**config.mk**
```make
export PLATFORM = sky130hd
export DESIGN_NAME = rr_priority_arbiter
export DESIGN_NICKNAME = d
export VERILOG_FILES = /design/src/rtl/rr_priority_arbiter.sv
export SDC_FILE = /design/constraint.sdc
export NUM_CORES = 1
export LEC_CHECK = 0
export ABC_AREA = 1
export BUFFER_PORTS_ARGS = -buffer_cell sky130_fd_sc_hd__buf_2
export CAP_MARGIN = 20
export CORE_MARGIN = 4
export CORE_UTILIZATION = 50
export DETAILED_ROUTE_END_ITERATION = 8
export PLACE_DENSITY = 0.74
export RECOVER_POWER = 50
export SKIP_CTS_REPAIR_TIMING = 1
export SLEW_MARGIN = 10
export SYNTH_ARGS = -nofsm -noshare
export SYNTH_HDL_FRONTEND = slang
export SYNTH_SLANG_ARGS = --single-unit
```
**constraint.sdc**
```tcl
create_clock -name clk -period 6.3 [get_ports clk]
set_clock_uncertainty 0.1 [all_clocks]
set_input_delay 1.575 -clock clk [delete_from_list [all_inputs] [get_ports clk]]
set_output_delay 1.575 -clock clk [all_outputs]
set_load 0.1 [all_outputs]
```
**src/rtl/rr_priority_arbiter.sv**
```systemverilog
// -----------------------------------------------------------------------------
// rr_priority_arbiter
//
// Shares one resource among N requesters. A winner is chosen by priority
// encoding, either fixed (highest index wins) or round-robin (search downward
// from just below the last winner, wrapping). The grant is registered and held
// while the holder keeps requesting. If MAX_HOLD is non-zero and others are
// waiting, the holder is preempted after MAX_HOLD consecutive cycles.
//
// Ports:
//   clk         rising-edge clock
//   rst         synchronous active-high reset
//   mode        0 = fixed priority, 1 = round-robin (used only when arbitrating)
//   req[N]      request vector, bit i = requester i wants the resource
//   grant[N]    registered one-hot grant, all-zero when idle
//   grant_idx   binary index of the grant holder, 0 when idle
//   grant_valid high while any grant is active
//   timeout     one-cycle pulse on the edge where MAX_HOLD preempts a holder
// -----------------------------------------------------------------------------
module rr_priority_arbiter #(
    parameter int N        = 8,
    parameter int IDX_W    = 3,
    parameter int MAX_HOLD = 16
) (
    input  logic             clk,
    input  logic             rst,
    input  logic             mode,
    input  logic [N-1:0]     req,
    output logic [N-1:0]     grant,
    output logic [IDX_W-1:0] grant_idx,
    output logic             grant_valid,
    output logic             timeout
);

    // hold_cnt only has to reach MAX_HOLD-1; MAX_HOLD of 0 or 1 needs one bit.
    localparam int HOLD_W = (MAX_HOLD > 1) ? $clog2(MAX_HOLD) : 1;
    localparam logic [HOLD_W-1:0] HOLD_LAST =
        (MAX_HOLD > 1) ? HOLD_W'(MAX_HOLD - 1) : '0;
    localparam logic [N-1:0] ONE = {{(N-1){1'b0}}, 1'b1};

    typedef enum logic {
        IDLE,
        GRANT
    } state_t;

    state_t            state;
    logic [HOLD_W-1:0] hold_cnt;
    logic [IDX_W-1:0]  last_idx;

    logic              holder_req;
    logic              hold_at_last;
    logic [N-1:0]      others;
    logic [IDX_W-1:0]  norm_idx;
    logic [IDX_W-1:0]  pre_idx;

    // Highest set index of c.
    function automatic logic [IDX_W-1:0] pick_fixed(input logic [N-1:0] c);
        logic [IDX_W-1:0] win;
        win = '0;
        for (int i = 0; i < N; i++) begin
            if (c[i]) win = IDX_W'(i);
        end
        return win;
    endfunction

    // First set bit of c searching downward from (last-1) mod N, wrapping.
    // Candidates are visited farthest-first so the nearest one overwrites.
    function automatic logic [IDX_W-1:0] pick_rr(input logic [N-1:0]     c,
                                                 input logic [IDX_W-1:0] last);
        logic [IDX_W-1:0] win;
        int               start;
        int               pos;
        win   = '0;
        start = (int'(last) + N - 1) % N;
        for (int k = N - 1; k >= 0; k--) begin
            pos = (start - k + N) % N;
            if (c[pos]) win = IDX_W'(pos);
        end
        return win;
    endfunction

    // NOTE: every signal assigned in always_comb gets a value on every path,
    // otherwise synthesis infers a latch.
    always_comb begin
        holder_req   = |(req & grant);
        others       = req & ~grant;
        // When the holder has dropped (or in IDLE) req equals others, so the
        // normal winner can be taken straight from req.
        norm_idx     = mode ? pick_rr(req, last_idx) : pick_fixed(req);
        // Preemption always rotates; last_idx equals the holder here, so the
        // search naturally starts just below it.
        pre_idx      = pick_rr(others, last_idx);
        hold_at_last = (MAX_HOLD != 0) && (hold_cnt == HOLD_LAST);
    end

    // NOTE: registered state uses non-blocking assignments so every flop
    // samples pre-edge values regardless of statement order.
    always_ff @(posedge clk) begin
        if (rst) begin
            state       <= IDLE;
            grant       <= '0;
            grant_idx   <= '0;
            grant_valid <= 1'b0;
            timeout     <= 1'b0;
            hold_cnt    <= '0;
            last_idx    <= '0;
        end else begin
            timeout <= 1'b0;
            case (state)
                IDLE: begin
                    if (|req) begin
                        state       <= GRANT;
                        grant       <= ONE << norm_idx;
                        grant_idx   <= norm_idx;
                        grant_valid <= 1'b1;
                        last_idx    <= norm_idx;
                        hold_cnt    <= '0;
                    end
                end

                GRANT: begin
                    if (!holder_req) begin
                        if (|others) begin
                            // Direct handoff, no idle bubble.
                            grant     <= ONE << norm_idx;
                            grant_idx <= norm_idx;
                            last_idx  <= norm_idx;
                            hold_cnt  <= '0;
                        end else begin
                            state       <= IDLE;
                            grant       <= '0;
                            grant_idx   <= '0;
                            grant_valid <= 1'b0;
                            hold_cnt    <= '0;
                        end
                    end else if (!hold_at_last) begin
                        // Saturate so the unlimited case never wraps.
                        if (hold_cnt != '1) hold_cnt <= hold_cnt + 1'b1;
                    end else if (|others) begin
                        grant     <= ONE << pre_idx;
                        grant_idx <= pre_idx;
                        last_idx  <= pre_idx;
                        hold_cnt  <= '0;
                        timeout   <= 1'b1;
                    end else begin
                        // Nobody waiting: restart the hold window silently.
                        hold_cnt <= '0;
                    end
                end

                default: state <= IDLE;
            endcase
        end
    end

endmodule

```
# Word level (Yosys, flattened, before mapping)
# Index checks and enable logic that the tools add are counted.
# totals
elab_cells	177
inputBits	11
output_inout_bits	13
reg_bits	21
# classes
magnitude_cmp	8
shift	2
n_addsub	18
muxes	100
n_reduce_logical	17
n_eq_ne	10
n_bitwise	15
# op_table
cell	count
two-way mux 3 bit	30
binary-select mux 1 bit (select 3 bit)	16
adder 5 x 5 -> 6 bit, second input constant	7
less-than comparator 4 x 5 -> 1 bit, second input constant	8
two-way mux 8 bit	5
two-way mux 1 bit	39
OR reduction 3 bit	9
OR reduction 8 bit	3
subtractor 4 x 4 -> 5 bit, second input constant	4
AND 8 bit	2
two-way mux 4 bit	4
one-hot mux 8 bit (2 select lines)	1
left shift 1 x 3 -> 8 bit, first input constant	2
one-hot mux 3 bit (2 select lines)	2
subtractor 4 x 3 -> 5 bit, second input constant	2
AND 1 bit	9
!= test 3 x 2 -> 1 bit, second input constant	3
NOT 8 bit	1
one-hot mux 4 bit (2 select lines)	1
adder 4 x 5 -> 6 bit, second input constant	1
!= test 2 bit, second input constant	3
AND reduction 3 bit	2
subtractor 5 x 1 -> 6 bit, second input constant	1
adder 3 x 4 -> 5 bit, second input constant	1
other kinds (11)	14

# Longest topological paths before layout
# depth
ltp_word	24
ltp_mapped	27
depth_no_buf	24

# Least setup slack after synthesis
# Ideal clock, no wire load.
# synth_timing
kind	in2reg
from	input port req[7]
to	register grant[0]
path_slack_ns	2.987
path_stages	12
setup_ns	0.120
arrival_ns	3.093
path_buffers	1
required_time_ns	6.080
cell_sequence	a22o_1 -> nor4_4 -> inv_2 -> nor2_2 -> inv_2 -> nor2_2 -> inv_2 -> nand2_1 -> a21oi_4 -> buf_2 -> o21ai_1 -> a21oi_1
# synth_between
elab_chain_len	17
word_cells_on_any_way	83
cone_classes	eq/ne (3); shift (2); mux (72); bitwise (2); reduce/logical (4)
# synth_rtl
item	line	source
start: declaration	28	input logic [N-1:0] req,
AND 8 bit	86	others = req & ~grant;
binary-select mux 1 bit (select 3 bit)	77	if (c[pos]) win = IDX_W'(pos);
two-way mux 1 bit (implied by the code) (2 in series)	77	
two-way mux 3 bit (8 in series)	77	
left shift 1 x 3 -> 8 bit	140	grant <= ONE << pre_idx;
two-way mux 8 bit	139	end else if (|others) begin
two-way mux 8 bit	136	end else if (!hold_at_last) begin
two-way mux 8 bit	122	if (!holder_req) begin
one-hot mux 8 bit (2 select lines)	109	case (state)
end signal: assignment	113	grant <= ONE << norm_idx;
end signal: assignment	125	grant <= ONE << norm_idx;
end signal: assignment	140	
end: declaration	29	output logic [N-1:0] grant,
# Parallel ways exist; a longest one is shown, timed or not. The select of a mux whose other input is x is not followed.
# A chain may end at the register's enable or synchronous reset.

# Final worst setup path
# layout_timing
from	register last_idx[0]
to	register grant[6]
# layout_between
elab_chain_len	20
word_cells_on_any_way	90
cone_classes	add/sub (17); shift (2); mux (71)
# layout_rtl
item	line	source
start: declaration	48	logic [IDX_W-1:0] last_idx;
start signal: assignment	116	last_idx <= norm_idx;
start signal: assignment	127	last_idx <= norm_idx;
start signal: assignment	142	last_idx <= pre_idx;
adder 3 x 4 -> 5 bit *	74	start = (int'(last) + N - 1) % N;
subtractor 5 x 1 -> 6 bit *	74	
subtractor 4 x 4 -> 5 bit	76	pos = (start - k + N) % N;
adder 5 x 5 -> 6 bit	76	
binary-select mux 1 bit (select 3 bit)	77	
two-way mux 1 bit (implied by the code) (2 in series)	77	
two-way mux 3 bit (8 in series)	77	
two-way mux 3 bit or left shift 1 x 3 -> 8 bit (tied branches)	89, 140	
left shift 1 x 3 -> 8 bit or two-way mux 8 bit (tied branches)	113, 125, 139	
two-way mux 8 bit, on equally long branches	123, 136	
two-way mux 8 bit	122	
one-hot mux 8 bit (2 select lines) *	109	
# Every way passes the cells marked *; elsewhere a longest branch is shown, timed or not. The select of a mux whose other input is x is not followed.

==> impl_table.tex <==
\begin{tabular}{lr}
\hline
Metric & Value \\
\hline
\multicolumn{2}{l}{\textbf{Global route}} \\
Global-route wire length before repair & 12.44 mm \\
Pin count of the biggest net entering global routing & 25 \\
Total overflow reported by the global router & 0 \\
Overall Global Routing Usage & 24.29\% \\
Via count of the first global-routing pass & 2797 \\
Initial antenna violation count & 0 \\
\multicolumn{2}{l}{\textbf{Cells and area}} \\
Layout Utilization & 54.83\% \\
P\&R area growth vs syn & 4.660\% \\
Inserted Diodes & 0 \\
Final \#Nets & 509 \\
Fillers & 536 \\
Share of layout cells above drive strength 1 & 9.109\% \\
\multicolumn{2}{l}{\textbf{Timing}} \\
Final critical-path required period & 4.300 ns \\
Total negative setup slack & 0 ns \\
WHS & 0.3911 ns \\
Pin slew with the least headroom to its limit & 1.176 ns \\
Setup-failing EPs final & 0 \\
Unrepaired setup endpoints after global routing & false \\
Highest achievable clock rate & 232.6 MHz \\
Final-report max-slew violation count & 0 \\
Final hold viol count & 0 \\
Max transition margin & 21.93\% \\
Final Cycle Share & 68.25\% \\
\multicolumn{2}{l}{\textbf{Flow run}} \\
\# Max-Cap Violations & 0 \\
\multicolumn{2}{l}{\textbf{Clock network}} \\
Total CTS buffers & 3 \\
TritonCTS clock tree & yes \\
Number of levels in the clock H-tree & 1 \\
Clock-pin slew on the worst setup and hold paths & 0.08 ns \\
Buffer depth of the longest clock path & 2 \\
Clock latency at the later pin of the worst-skew pair & 0.27 ns \\
Cell at the root of the clock tree & clkbuf\_8 \\
CTS sink cnt & 21 \\
\multicolumn{2}{l}{\textbf{Floorplanning}} \\
Core outline area & 4817 um\^{}2 \\
Ports placed on the boundary & 24 \\
Std-Cell Rows & 25 \\
Die X & 79.05 um \\
Die area & 6248 um\^{}2 \\
Die height & 79.05 um \\
Initial core utilization & 52.39\% \\
\multicolumn{2}{l}{\textbf{Setup path}} \\
CP max FO & 24 \\
Crit path kind & reg2reg \\
Cell-by-cell listing of the critical path & inv\_2, ha\_1, inv\_4, nand2\_1, nand2\_1, nand2\_1, nand2\_1, nand2\_2, nand2\_2, nor2\_1, nand2\_1, nand3\_1, nand2\_1, nand2\_1, nand2\_1, nand2\_1, nand2\_1, nand2\_1, nand2\_2, nor2\_1, a21oi\_1, a21oi\_1 \\
Combined buffer and inverter count along the critical path & 2 \\
CP endpoint kind & flip-flop \\
Kind of cell adding the most delay to the critical path & simple AND/OR/NAND/NOR gates \\
Data arrival at the endpoint of the critical path & 4.40 ns \\
Biggest cell delay along the critical path & 0.84 ns \\
Slowest stage cell on the critical path & dfxtp\_1 \\
Kind of start point of the critical path & flip-flop \\
Required time at the worst-slack endpoint & 6.40 ns \\
Crit path top cell by count & nand2\_1 \\
\multicolumn{2}{l}{\textbf{Placement}} \\
Number of buffers inserted by port buffering & 23 \\
Placed wire-length estimate & 5.875 mm \\
Gp weighted congestion & 0.9877 \\
\multicolumn{2}{l}{\textbf{Synth}} \\
Number of enable flip-flop cells after synthesis & 0 \\
Largest cells by area after synthesis & nand2\_1 (30\%), dfxtp\_1 (17\%), nand3\_1 (13\%) \\
Commonest register cell after synthesis & dfxtp\_1 \\
Count of cell types in the netlist & 31 \\
Syn Inst Count & 480 \\
Post-synth top area share & 29.60\% \\
Synthesized flop and latch total & 21 \\
Async set or reset register ratio after synthesis & 0\% \\
Leading cell type by number of instances after synthesis & nand2\_1 \\
Count of yosys warnings during synthesis & 0 \\
Mean post-synth cell area & 5.258 um\^{}2 \\
Synthesized Nets & 494 \\
Synth area leader & nand2\_1 \\
Ranking of synthesized cells by instance count & nand2\_1 (199), nand3\_1 (65), inv\_1 (44) \\
Share of synthesized area occupied by flip-flops and latches & 16.66\% \\
Mapped cell area & 2524 um\^{}2 \\
\multicolumn{2}{l}{\textbf{Outcome}} \\
Run status & complete, no violations \\
\multicolumn{2}{l}{\textbf{Drt}} \\
Via-to-Cell Ratio & 5.597 \\
Remaining design rule violation count & 0 \\
Vias post-DR & 3140 \\
Number of violations reported at the end of detailed-routing iteration 0 & 356 \\
Number of iterations in the first detailed-routing pass & 6 \\
Routed wire per std cell & 13.28 um \\
Routed wire length & 7.448 mm \\
Post-route antenna net violation count & 0 \\
\multicolumn{2}{l}{\textbf{Min path}} \\
Type of the tightest min-delay check & reg2reg \\
\hline
\end{tabular}
[cell type report]
type | instances | area [um^2] | share of cell area, %
Timing Repair Buffer | 23 | 98.84 | 3.742
Clock buffer | 3 | 41.29 | 1.563
Clock inverter | 1 | 5.005 | 0.1895
Sequential cell | 21 | 420.4 | 15.92
Inverter | 57 | 219.0 | 8.290
Multi-Input combinational cell | 389 | 1773 | 67.12
Tap cell | 67 | 83.83 | 3.174
[sequential cells by signal, indices dropped and copies added (netlist names)]
register     flops
grant            8
last_idx         3
grant_valid      1
hold_cnt         4
timeout          1
grant_idx        3
state            1
[per-stage QoR]
stage,cell area [um^2],cells,setup slack (ns)
floorplan,2524,480,2.987
global placement,2634,557,2.280
detailed placement,2634,557,2.185
CTS,2680,561,2.165
global route,2641,561,1.521
finish,2641,561,2.000
[metal layers]
metal / wire (um) / track usage, %
met4: 227 / 9.966
met5: 0 / 0
met2: 3398 / 40.82
met3: 585 / 1.474
met1: 3237 / 32.23
[path summary, 6_finish.rpt]
check	from	to	slack [ns]	cells past startpoint
max	last_idx[0]$_SDFFE_PP0P_	grant[6]$_SDFFE_PP0P_	2.00	22
max reg2reg	last_idx[0]$_SDFFE_PP0P_	grant[6]$_SDFFE_PP0P_	2.00	22
min reg2reg	hold_cnt[1]$_SDFFE_PP0P_	hold_cnt[1]$_SDFFE_PP0P_	0.39	2
min	hold_cnt[1]$_SDFFE_PP0P_	hold_cnt[1]$_SDFFE_PP0P_	0.39	2
[worst min-delay path, stage by stage, from the launching register on]
cell and delay (ns):
dfxtp_1 0.33, nand2_1 0.07, a21oi_1 0.05
[cell usage in the layout, fill, tap and decap left out, types with 2 or more instances in the layout]
master / netlist / layout
a22o_1: 3 / 3
clkbuf_8: 0 / 3
o21ai_0: 13 / 13
nand3_1: 65 / 65
a21oi_2: 2 / 2
inv_2: 9 / 9
a31oi_1: 6 / 6
nand2_1: 199 / 199
nor2_1: 26 / 29
buf_2: 5 / 10
nand2_2: 14 / 14
clkinv_1: 2 / 2
nand4_1: 2 / 2
inv_4: 2 / 2
ha_1: 3 / 3
nor4_1: 3 / 4
dfxtp_1: 21 / 21
o21ai_1: 9 / 9
clkbuf_1: 0 / 13
inv_1: 44 / 44
a21oi_1: 33 / 33
[logic make-up after synthesis]
logic type	share of synthesized area, %
and+or+nand+nor	53.45
AOI/OAI and AO/OA	15.87
buffers and inverters	12.20
DFF	16.66
adders and majority gates	1.488
xor gates and xnor gates	0.3471
Power is not shown: default switching activity piles up to over one toggle a cycle in this logic, so the estimate is an artifact.
